File: config.mk
export PLATFORM = sky130hd
export DESIGN_NAME = video_timing_meter_flat
export DESIGN_NICKNAME = d
export VERILOG_FILES = /design/src/rtl/video_timing_meter_pkg.sv /design/src/rtl/video_timing_meter_if.sv /design/src/rtl/video_timing_meter_line.sv /design/src/rtl/video_timing_meter.sv /design/src/flat_wrapper.sv
export SDC_FILE = /design/constraint.sdc
export NUM_CORES = 1
export LEC_CHECK = 0
export BUFFER_PORTS_ARGS = -buffer_cell sky130_fd_sc_hd__buf_4
export CELL_PAD_IN_SITES_DETAIL_PLACEMENT = 1
export CELL_PAD_IN_SITES_GLOBAL_PLACEMENT = 2
export CORE_MARGIN = 1
export CORE_UTILIZATION = 37
export CTS_CLUSTER_DIAMETER = 40
export DETAILED_ROUTE_END_ITERATION = 8
export GPL_ROUTABILITY_DRIVEN = 0
export PLACE_DENSITY_LB_ADDON = 0.15
export SYNTH_ARGS = -nofsm -noshare
export SYNTH_HDL_FRONTEND = slang
export SYNTH_SLANG_ARGS = --single-unit
File: constraint.sdc
create_clock -name rgb_clock -period 2.88 [get_ports rgb_clock]
set_input_delay 0.576 -clock rgb_clock [delete_from_list [all_inputs] [get_ports rgb_clock]]
set_output_delay 0.576 -clock rgb_clock [all_outputs]
set_load 0.1 [all_outputs]
File: src/rtl/video_timing_meter_pkg.sv
// video_timing_meter_pkg
// Shared types for the video timing meter: the 12-bit geometry count, the
// published measurement record and the lock state machine encoding.
package video_timing_meter_pkg;

  typedef logic [11:0] count_t;

  localparam count_t COUNT_MAX = '1;

  typedef struct packed {
    count_t htotal;
    count_t vtotal;
    count_t hactive;
    count_t vactive;
  } video_meas_t;

  typedef enum logic [1:0] {
    IDLE    = 2'd0,
    ACQUIRE = 2'd1,
    LOCKED  = 2'd2
  } meter_state_t;

  // Increment that sticks at the top of the count range instead of wrapping.
  function automatic count_t sat_inc(input count_t v);
    return (v == COUNT_MAX) ? v : v + count_t'(1);
  endfunction

endpackage

File: src/rtl/video_timing_meter_if.sv
// video_if
// Video stream bundle. The source drives it through the master modport;
// passive consumers such as the timing meter attach through slave.
//   rgb_clock : pixel clock
//   rgb       : 24-bit pixel data
//   de        : data enable (active pixel)
//   skip      : pixel present but not counted as picture content
//   vs, hs    : vertical / horizontal sync, rising edge marks a boundary
interface video_if;
  logic        rgb_clock;
  logic [23:0] rgb;
  logic        de;
  logic        skip;
  logic        vs;
  logic        hs;

  modport master (output rgb_clock, rgb, de, skip, vs, hs);
  modport slave  (input  rgb_clock, rgb, de, skip, vs, hs);
endinterface

File: src/rtl/video_timing_meter_line.sv
// video_line_meter
// Registers the stream control bits, finds hs/vs rising edges and measures
// each line: clocks between hs edges and pixels with de=1, skip=0.
//   i_clk, i_rst_n        : pixel clock, async active-low reset
//   i_de/i_skip/i_vs/i_hs : raw stream control bits
//   o_hs_edge, o_vs_edge  : registered one-cycle edge pulses
//   o_line_total          : clocks in the line just closed (valid with o_hs_edge)
//   o_line_width          : counted pixels in that line (valid with o_hs_edge)
module video_line_meter
  import video_timing_meter_pkg::*;
(
  input  logic   i_clk,
  input  logic   i_rst_n,
  input  logic   i_de,
  input  logic   i_skip,
  input  logic   i_vs,
  input  logic   i_hs,
  output logic   o_hs_edge,
  output logic   o_vs_edge,
  output count_t o_line_total,
  output count_t o_line_width
);

  logic   r_de, r_skip, r_vs, r_hs;
  logic   r_vs_d, r_hs_d;
  count_t r_clk_cnt;
  count_t r_pix_cnt;

  logic w_hs_edge, w_vs_edge, w_pix;

  assign w_hs_edge = r_hs & ~r_hs_d;
  assign w_vs_edge = r_vs & ~r_vs_d;
  assign w_pix     = r_de & ~r_skip;

  // The edge cycle itself closes the line, so its clock and pixel are folded
  // into the emitted totals before the counters restart.
  always_ff @(posedge i_clk or negedge i_rst_n) begin
    if (!i_rst_n) begin
      r_de         <= 1'b0;
      r_skip       <= 1'b0;
      r_vs         <= 1'b0;
      r_hs         <= 1'b0;
      r_vs_d       <= 1'b0;
      r_hs_d       <= 1'b0;
      r_clk_cnt    <= '0;
      r_pix_cnt    <= '0;
      o_hs_edge    <= 1'b0;
      o_vs_edge    <= 1'b0;
      o_line_total <= '0;
      o_line_width <= '0;
    end else begin
      r_de      <= i_de;
      r_skip    <= i_skip;
      r_vs      <= i_vs;
      r_hs      <= i_hs;
      r_vs_d    <= r_vs;
      r_hs_d    <= r_hs;
      o_hs_edge <= w_hs_edge;
      o_vs_edge <= w_vs_edge;
      if (w_hs_edge) begin
        o_line_total <= sat_inc(r_clk_cnt);
        o_line_width <= w_pix ? sat_inc(r_pix_cnt) : r_pix_cnt;
        r_clk_cnt    <= '0;
        r_pix_cnt    <= '0;
      end else begin
        r_clk_cnt <= sat_inc(r_clk_cnt);
        if (w_pix) begin
          r_pix_cnt <= sat_inc(r_pix_cnt);
        end
      end
    end
  end

endmodule

File: src/rtl/video_timing_meter.sv
// video_timing_meter
// Passive monitor of a video_if stream. Measures htotal/vtotal/hactive/
// vactive per frame, publishes them at each vs edge, and locks when two
// consecutive clean frames agree.
//   rgb_clock    : pixel clock of the monitored stream
//   reset_n      : async active-low reset
//   video        : monitored stream (read only)
//   locked       : consecutive frames measured identical
//   frame_strobe : one-cycle pulse when meas is published
//   meas         : {htotal, vtotal, hactive, vactive}
//   frame_count  : published frames since reset, wraps
//   error_count  : mismatching frames while locked, saturates at 255
module video_timing_meter
  import video_timing_meter_pkg::*;
#(
  parameter int unsigned TIMEOUT_CLKS = 65536,
  parameter int unsigned FRAME_CNT_W  = 16
) (
  input  logic                   rgb_clock,
  input  logic                   reset_n,
  video_if.slave                 video,
  output logic                   locked,
  output logic                   frame_strobe,
  output video_meas_t            meas,
  output logic [FRAME_CNT_W-1:0] frame_count,
  output logic [7:0]             error_count
);

  localparam int unsigned   TO_W    = (TIMEOUT_CLKS > 1) ? $clog2(TIMEOUT_CLKS) : 1;
  localparam logic [TO_W-1:0] TO_LAST = TO_W'(TIMEOUT_CLKS - 1);

  typedef struct packed {
    count_t lines;
    count_t act;
    count_t first_total;
    count_t last_total;
    count_t first_width;
    logic   bad;
  } acc_t;

  logic   w_hs_edge, w_vs_edge;
  count_t w_line_total, w_line_width;

  video_line_meter u_line (
    .i_clk        (rgb_clock),
    .i_rst_n      (reset_n),
    .i_de         (video.de),
    .i_skip       (video.skip),
    .i_vs         (video.vs),
    .i_hs         (video.hs),
    .o_hs_edge    (w_hs_edge),
    .o_vs_edge    (w_vs_edge),
    .o_line_total (w_line_total),
    .o_line_width (w_line_width)
  );

  meter_state_t    r_state;
  acc_t            r_acc;
  logic [TO_W-1:0] r_to_cnt;

  acc_t        w_base, w_next;
  video_meas_t w_res;
  logic        w_match, w_timeout;

  // A vs edge closes the running frame before a coincident hs edge is
  // applied, so that hs edge becomes line 1 of the new frame.
  always_comb begin
    w_base = w_vs_edge ? acc_t'('0) : r_acc;
    w_next = w_base;
    if (w_hs_edge) begin
      w_next.lines      = sat_inc(w_base.lines);
      w_next.last_total = w_line_total;
      if (w_base.lines == '0) begin
        w_next.first_total = w_line_total;
      end else if (w_line_total != w_base.first_total) begin
        w_next.bad = 1'b1;
      end
      if (w_line_width != '0) begin
        w_next.act = sat_inc(w_base.act);
        if (w_base.act == '0) begin
          w_next.first_width = w_line_width;
        end else if (w_line_width != w_base.first_width) begin
          w_next.bad = 1'b1;
        end
      end
    end
  end

  assign w_res     = '{htotal:  r_acc.last_total,
                       vtotal:  r_acc.lines,
                       hactive: r_acc.first_width,
                       vactive: r_acc.act};
  assign w_match   = !r_acc.bad && (w_res == meas);
  assign w_timeout = !w_hs_edge && (r_to_cnt == TO_LAST);

  always_ff @(posedge rgb_clock or negedge reset_n) begin
    if (!reset_n) begin
      r_state      <= IDLE;
      r_acc        <= '0;
      r_to_cnt     <= '0;
      locked       <= 1'b0;
      frame_strobe <= 1'b0;
      meas         <= '0;
      frame_count  <= '0;
      error_count  <= '0;
    end else begin
      frame_strobe <= 1'b0;
      r_acc        <= w_next;

      if (w_hs_edge || w_timeout) begin
        r_to_cnt <= '0;
      end else begin
        r_to_cnt <= r_to_cnt + TO_W'(1);
      end

      // Timeout drops lock without publishing; meas keeps its last value.
      if (w_timeout) begin
        r_state <= IDLE;
        locked  <= 1'b0;
      end else if (w_vs_edge) begin
        case (r_state)
          IDLE: begin
            r_state <= ACQUIRE;
          end
          ACQUIRE: begin
            meas         <= w_res;
            frame_strobe <= 1'b1;
            frame_count  <= frame_count + FRAME_CNT_W'(1);
            if (w_match) begin
              r_state <= LOCKED;
              locked  <= 1'b1;
            end
          end
          LOCKED: begin
            meas         <= w_res;
            frame_strobe <= 1'b1;
            frame_count  <= frame_count + FRAME_CNT_W'(1);
            if (!w_match) begin
              r_state <= ACQUIRE;
              locked  <= 1'b0;
              if (error_count != 8'hFF) begin
                error_count <= error_count + 8'd1;
              end
            end
          end
          default: begin
            r_state <= IDLE;
            locked  <= 1'b0;
          end
        endcase
      end
    end
  end

endmodule

File: src/flat_wrapper.sv
// flat-port wrapper written by rule: the top's interface ports become plain ports
module video_timing_meter_flat import video_timing_meter_pkg::*;
#(
  parameter int unsigned TIMEOUT_CLKS = 65536,
  parameter int unsigned FRAME_CNT_W  = 16
)
  (rgb_clock, reset_n, locked, frame_strobe, meas, frame_count, error_count, video_rgb_clock, video_rgb, video_de, video_skip, video_vs, video_hs);
  video_if video_i ();
  input  logic rgb_clock;
  input  logic reset_n;
  output logic locked;
  output logic frame_strobe;
  output video_meas_t meas;
  output logic [FRAME_CNT_W-1:0] frame_count;
  output logic [7:0] error_count;
  input wire logic [$bits(video_i.rgb_clock)-1:0] video_rgb_clock;
  input wire logic [$bits(video_i.rgb)-1:0] video_rgb;
  input wire logic [$bits(video_i.de)-1:0] video_de;
  input wire logic [$bits(video_i.skip)-1:0] video_skip;
  input wire logic [$bits(video_i.vs)-1:0] video_vs;
  input wire logic [$bits(video_i.hs)-1:0] video_hs;
  assign video_i.rgb_clock = video_rgb_clock;
  assign video_i.rgb = video_rgb;
  assign video_i.de = video_de;
  assign video_i.skip = video_skip;
  assign video_i.vs = video_vs;
  assign video_i.hs = video_hs;
  video_timing_meter #(.TIMEOUT_CLKS(TIMEOUT_CLKS), .FRAME_CNT_W(FRAME_CNT_W)) u_core (.rgb_clock(rgb_clock), .reset_n(reset_n), .video(video_i), .locked(locked), .frame_strobe(frame_strobe), .meas(meas), .frame_count(frame_count), .error_count(error_count));
endmodule
==> impl_metrics.csv <==
group,metric,value,unit
outcome,outcome,"complete, no violations",
die,initial_core_util,0.375,
worst_setup_path,crit_type,"reg -> reg",
drt,drtIter0Drc,388,
yosys,syn-num-nets,1100,
drt,vias_per_cell,5.10,
timing,min_period,2520,ps
timing,slew_violations,0,
clocking,cts_sinks,209,
die,core_area,0.0269,mm²
clocking,cts_hold_buf,0,
clocking,cts_setup_buffers,0,
clocking,ctsResizeCount,0,
yosys,yosysMostFrequentCell,"nand2_1",
final_layout,antenna_cells,0,
drt,vias,7779,
clocking,htreeDepth,2,
worst_setup_path,crit_path_end_kind,"flip-flop",
die,die-height,167,µm
clocking,cts_buffers,39,
timing,period_share,0.875,
clocking,tritoncts,"done",
power,p_int,6.83,mW
die,fp.dieW,167,µm
worst_setup_path,crit_path_cell_trace,"xor2_1, nor4_1, nand4_1, nor4_4, mux2i_1, mux2_1",
power,netSwitchingPower,3.65,mW
power,p_leak,6.14,nW
clocking,clk_pin_slew,50,ps
drt,drc,0,
yosys,synth-seq-cells,209,
clocking,cts_buffer_depth,3,
drt,ant_nets,0,
power,clockPowerShare,0.421,
final_layout,drive_gt1_frac,0.161,
timing,hold_violations,0,
flow_run,drv_cap,0,
timing,tns,0,ps
yosys,synth_edf_count,0,
timing,max_freq,397,MHz
die,row_count,60,
global_route,grt_pass1_wl,44000,µm
drt,first_pass_iters,4,
placement,port_buffers,79,
timing,fin_skew,25.2,ps
placement,dp_hpwl,18400,µm
worst_setup_path,crit_arrival,2910,ps
yosys,synth-main-ff-cell,"dfrtp_1",
yosys,synth.distinct_cells,58,
yosys,ys_top_cells_by_area,"dfrtp_1, nand2_1, xor2_1",
worst_setup_path,crit_slowest_cell,"dfrtp_1",
die,die_area,0.0279,mm²
yosys,synth_area_leader_cell,"dfrtp_1",
power,p_seq_frac,0.345,
worst_setup_path,crit_fanout,8,
yosys,syn_avg_cell_area,9.55,µm²
power,vdd_drop_max,0.489,mV
timing,rsz0062_at_grt,"no",
worst_setup_path,startpoint_type,"flip-flop",
final_layout,nets,1201,
yosys,synth_top_area_frac,0.519,
yosys,synth_cells,1056,
worst_setup_path,crit_family,"simple AND/OR/NAND/NOR gates",
global_route,grt_overflow,0,
timing,maxSlewHeadroom,0.473,
worst_setup_path,reg2reg_slack,360,ps
die,io_pins,105,
yosys,synth_warnings,0,
global_route,track_usage,0.196,
timing,tightestPinTransition,785,ps
worst_setup_path,cp.required,3270,ps
global_route,grt_max_degree,66,
final_layout,nFillCells,3092,
worst_setup_path,crit_buf_inv,0,
drt,wl_per_cell,17.1,µm
final_layout,multi_input_comb_area,0.00459,mm²
drt,routed_wl,26100,µm
timing,fin_ws,359,ps
yosys,ys_async_sr_fraction,1.00,
global_route,antenna_found_initial,0,
placement,post-place-ws,296,ps
worst_setup_path,max_stage_delay,470,ps
global_route,grt_pass1_vias,8030,
final_layout,area_growth_syn_to_layout,23.6,%
power,powerDensity,841,mW/mm²
yosys,synth_seq_area_share,0.519,
power,p_sw_frac,0.348,
timing,setup_viol,0,
yosys,synthTopCellsByCount,"nand2_1, dfrtp_1, nor2_1",
yosys,synth.cell_area,0.0101,mm²
final_layout,regArea,0.00523,mm²
hold_path,min_path_type,"in -> async",
clocking,clock_latency,510,ps
clocking,root_buffer,"clkbuf_16",
power,comb_power_share,0.234,
## routing by layer
metal / GRT usage / vias up / share of wire
met2: 0.305 / 116 / 0.45
met1: 0.281 / 3837 / 0.50
met4: 0.0600 / 0 / 0.023
li1: - / 3784 / -
met3: 0.0307 / 42 / 0.030
met5: 0 / - / 0
## placed cells by master, fill, tap and decap left out, types with 19 or more instances in the layout
cell type,count
buf_4,105
nor2_1,94
xor2_1,78
o21ai_0,62
and3_1,19
nand2_1,232
nand3_1,21
nand4_1,37
clkbuf_16,41
xnor2_1,49
dfrtp_1,208
nand2b_1,32
## worst register-to-register path: cells and delay by family, from the launching register on
kind / cells / cell delay (ps)
AND/OR/NAND/NOR: 3 / 1090
XOR/XNOR: 1 / 200
multiplexers: 2 / 630
flip-flops: 1 / 470
## sequential cells by signal, summed over array words and instances, names as in the netlist, 2 cells and up
register / cells
u_core.error_count: 8
u_core.frame_count: 16
u_core.meas: 48
u_core.r_acc: 61
u_core.r_state: 2
u_core.r_to_cnt: 16
u_core.u_line.o_line_total: 12
u_core.u_line.o_line_width: 12
u_core.u_line.r_clk_cnt: 12
u_core.u_line.r_pix_cnt: 12
## cell families (layout without fill, tap and decap cells)
kind of cell | after synthesis | in the layout | share of synthesized area
AND/OR/NAND/NOR | 507 | 507 | 0.240
flip-flops | 209 | 209 | 0.519
XOR/XNOR | 127 | 127 | 0.110
AO/OA/AOI/OAI | 119 | 119 | 0.0746
buffers and inverters | 68 | 196 | 0.0268
adder cells (fa/ha/maj) | 13 | 13 | 0.0161
multiplexers | 13 | 13 | 0.0137
## per-stage QoR
step	instance area (µm²)	std cells	hold slack [ps]	total power, mW	util
after CTS	12500	1525	33.2	10.7	0.464
after floorplan	10100	1056	280	5.38	-
after detailed placement	11200	1457	364	6.14	0.416
after global routing	12500	1525	55.9	11.0	0.464
final	12500	1525	10.0	10.5	0.464
after global placement	11200	1457	362	6.11	0.416
## power by group through the flow
stage | Sequential (mW) | Clock (mW) | Combinational [mW]
detailed placement | 3.66 | 0 | 2.48
CTS | 3.62 | 4.54 | 2.49
floorplan | 4.40 | 0 | 0.979
finish | 3.61 | 4.41 | 2.45
global route | 3.66 | 4.68 | 2.66
global placement | 3.65 | 0 | 2.45
## layout make-up
type / instances / area share
tap: 341 / 0.0342
sequential: 209 / 0.420
clock buffer: 50 / 0.0898
clock inverter: 18 / 0.0131
multi-input combinational: 779 / 0.368
timing repair buffer: 109 / 0.0693
inverter: 19 / 0.00572
## worst paths after layout
path,startpoint,endpoint,cells after the start
worst min register to register,u_core.u_line.r_vs$_DFF_PN0_,u_core.u_line.r_vs_d$_DFF_PN0_,0
worst max register to register,u_core.r_acc[56]$_DFF_PN0_,u_core.r_state[1]$_DFFE_PN0P_,6
min in group rgb_clock,video_hs,u_core.u_line.r_hs$_DFF_PN0_,1
worst min-delay path,reset_n,u_core.frame_count[13]$_DFFE_PN0P_,1
max in group asynchronous,reset_n,u_core.u_line.r_clk_cnt[0]$_DFF_PN0_,2
worst max-delay path,u_core.r_acc[56]$_DFF_PN0_,u_core.r_state[1]$_DFFE_PN0P_,6
No activity file was read; power rests on OpenSTA's default activity.
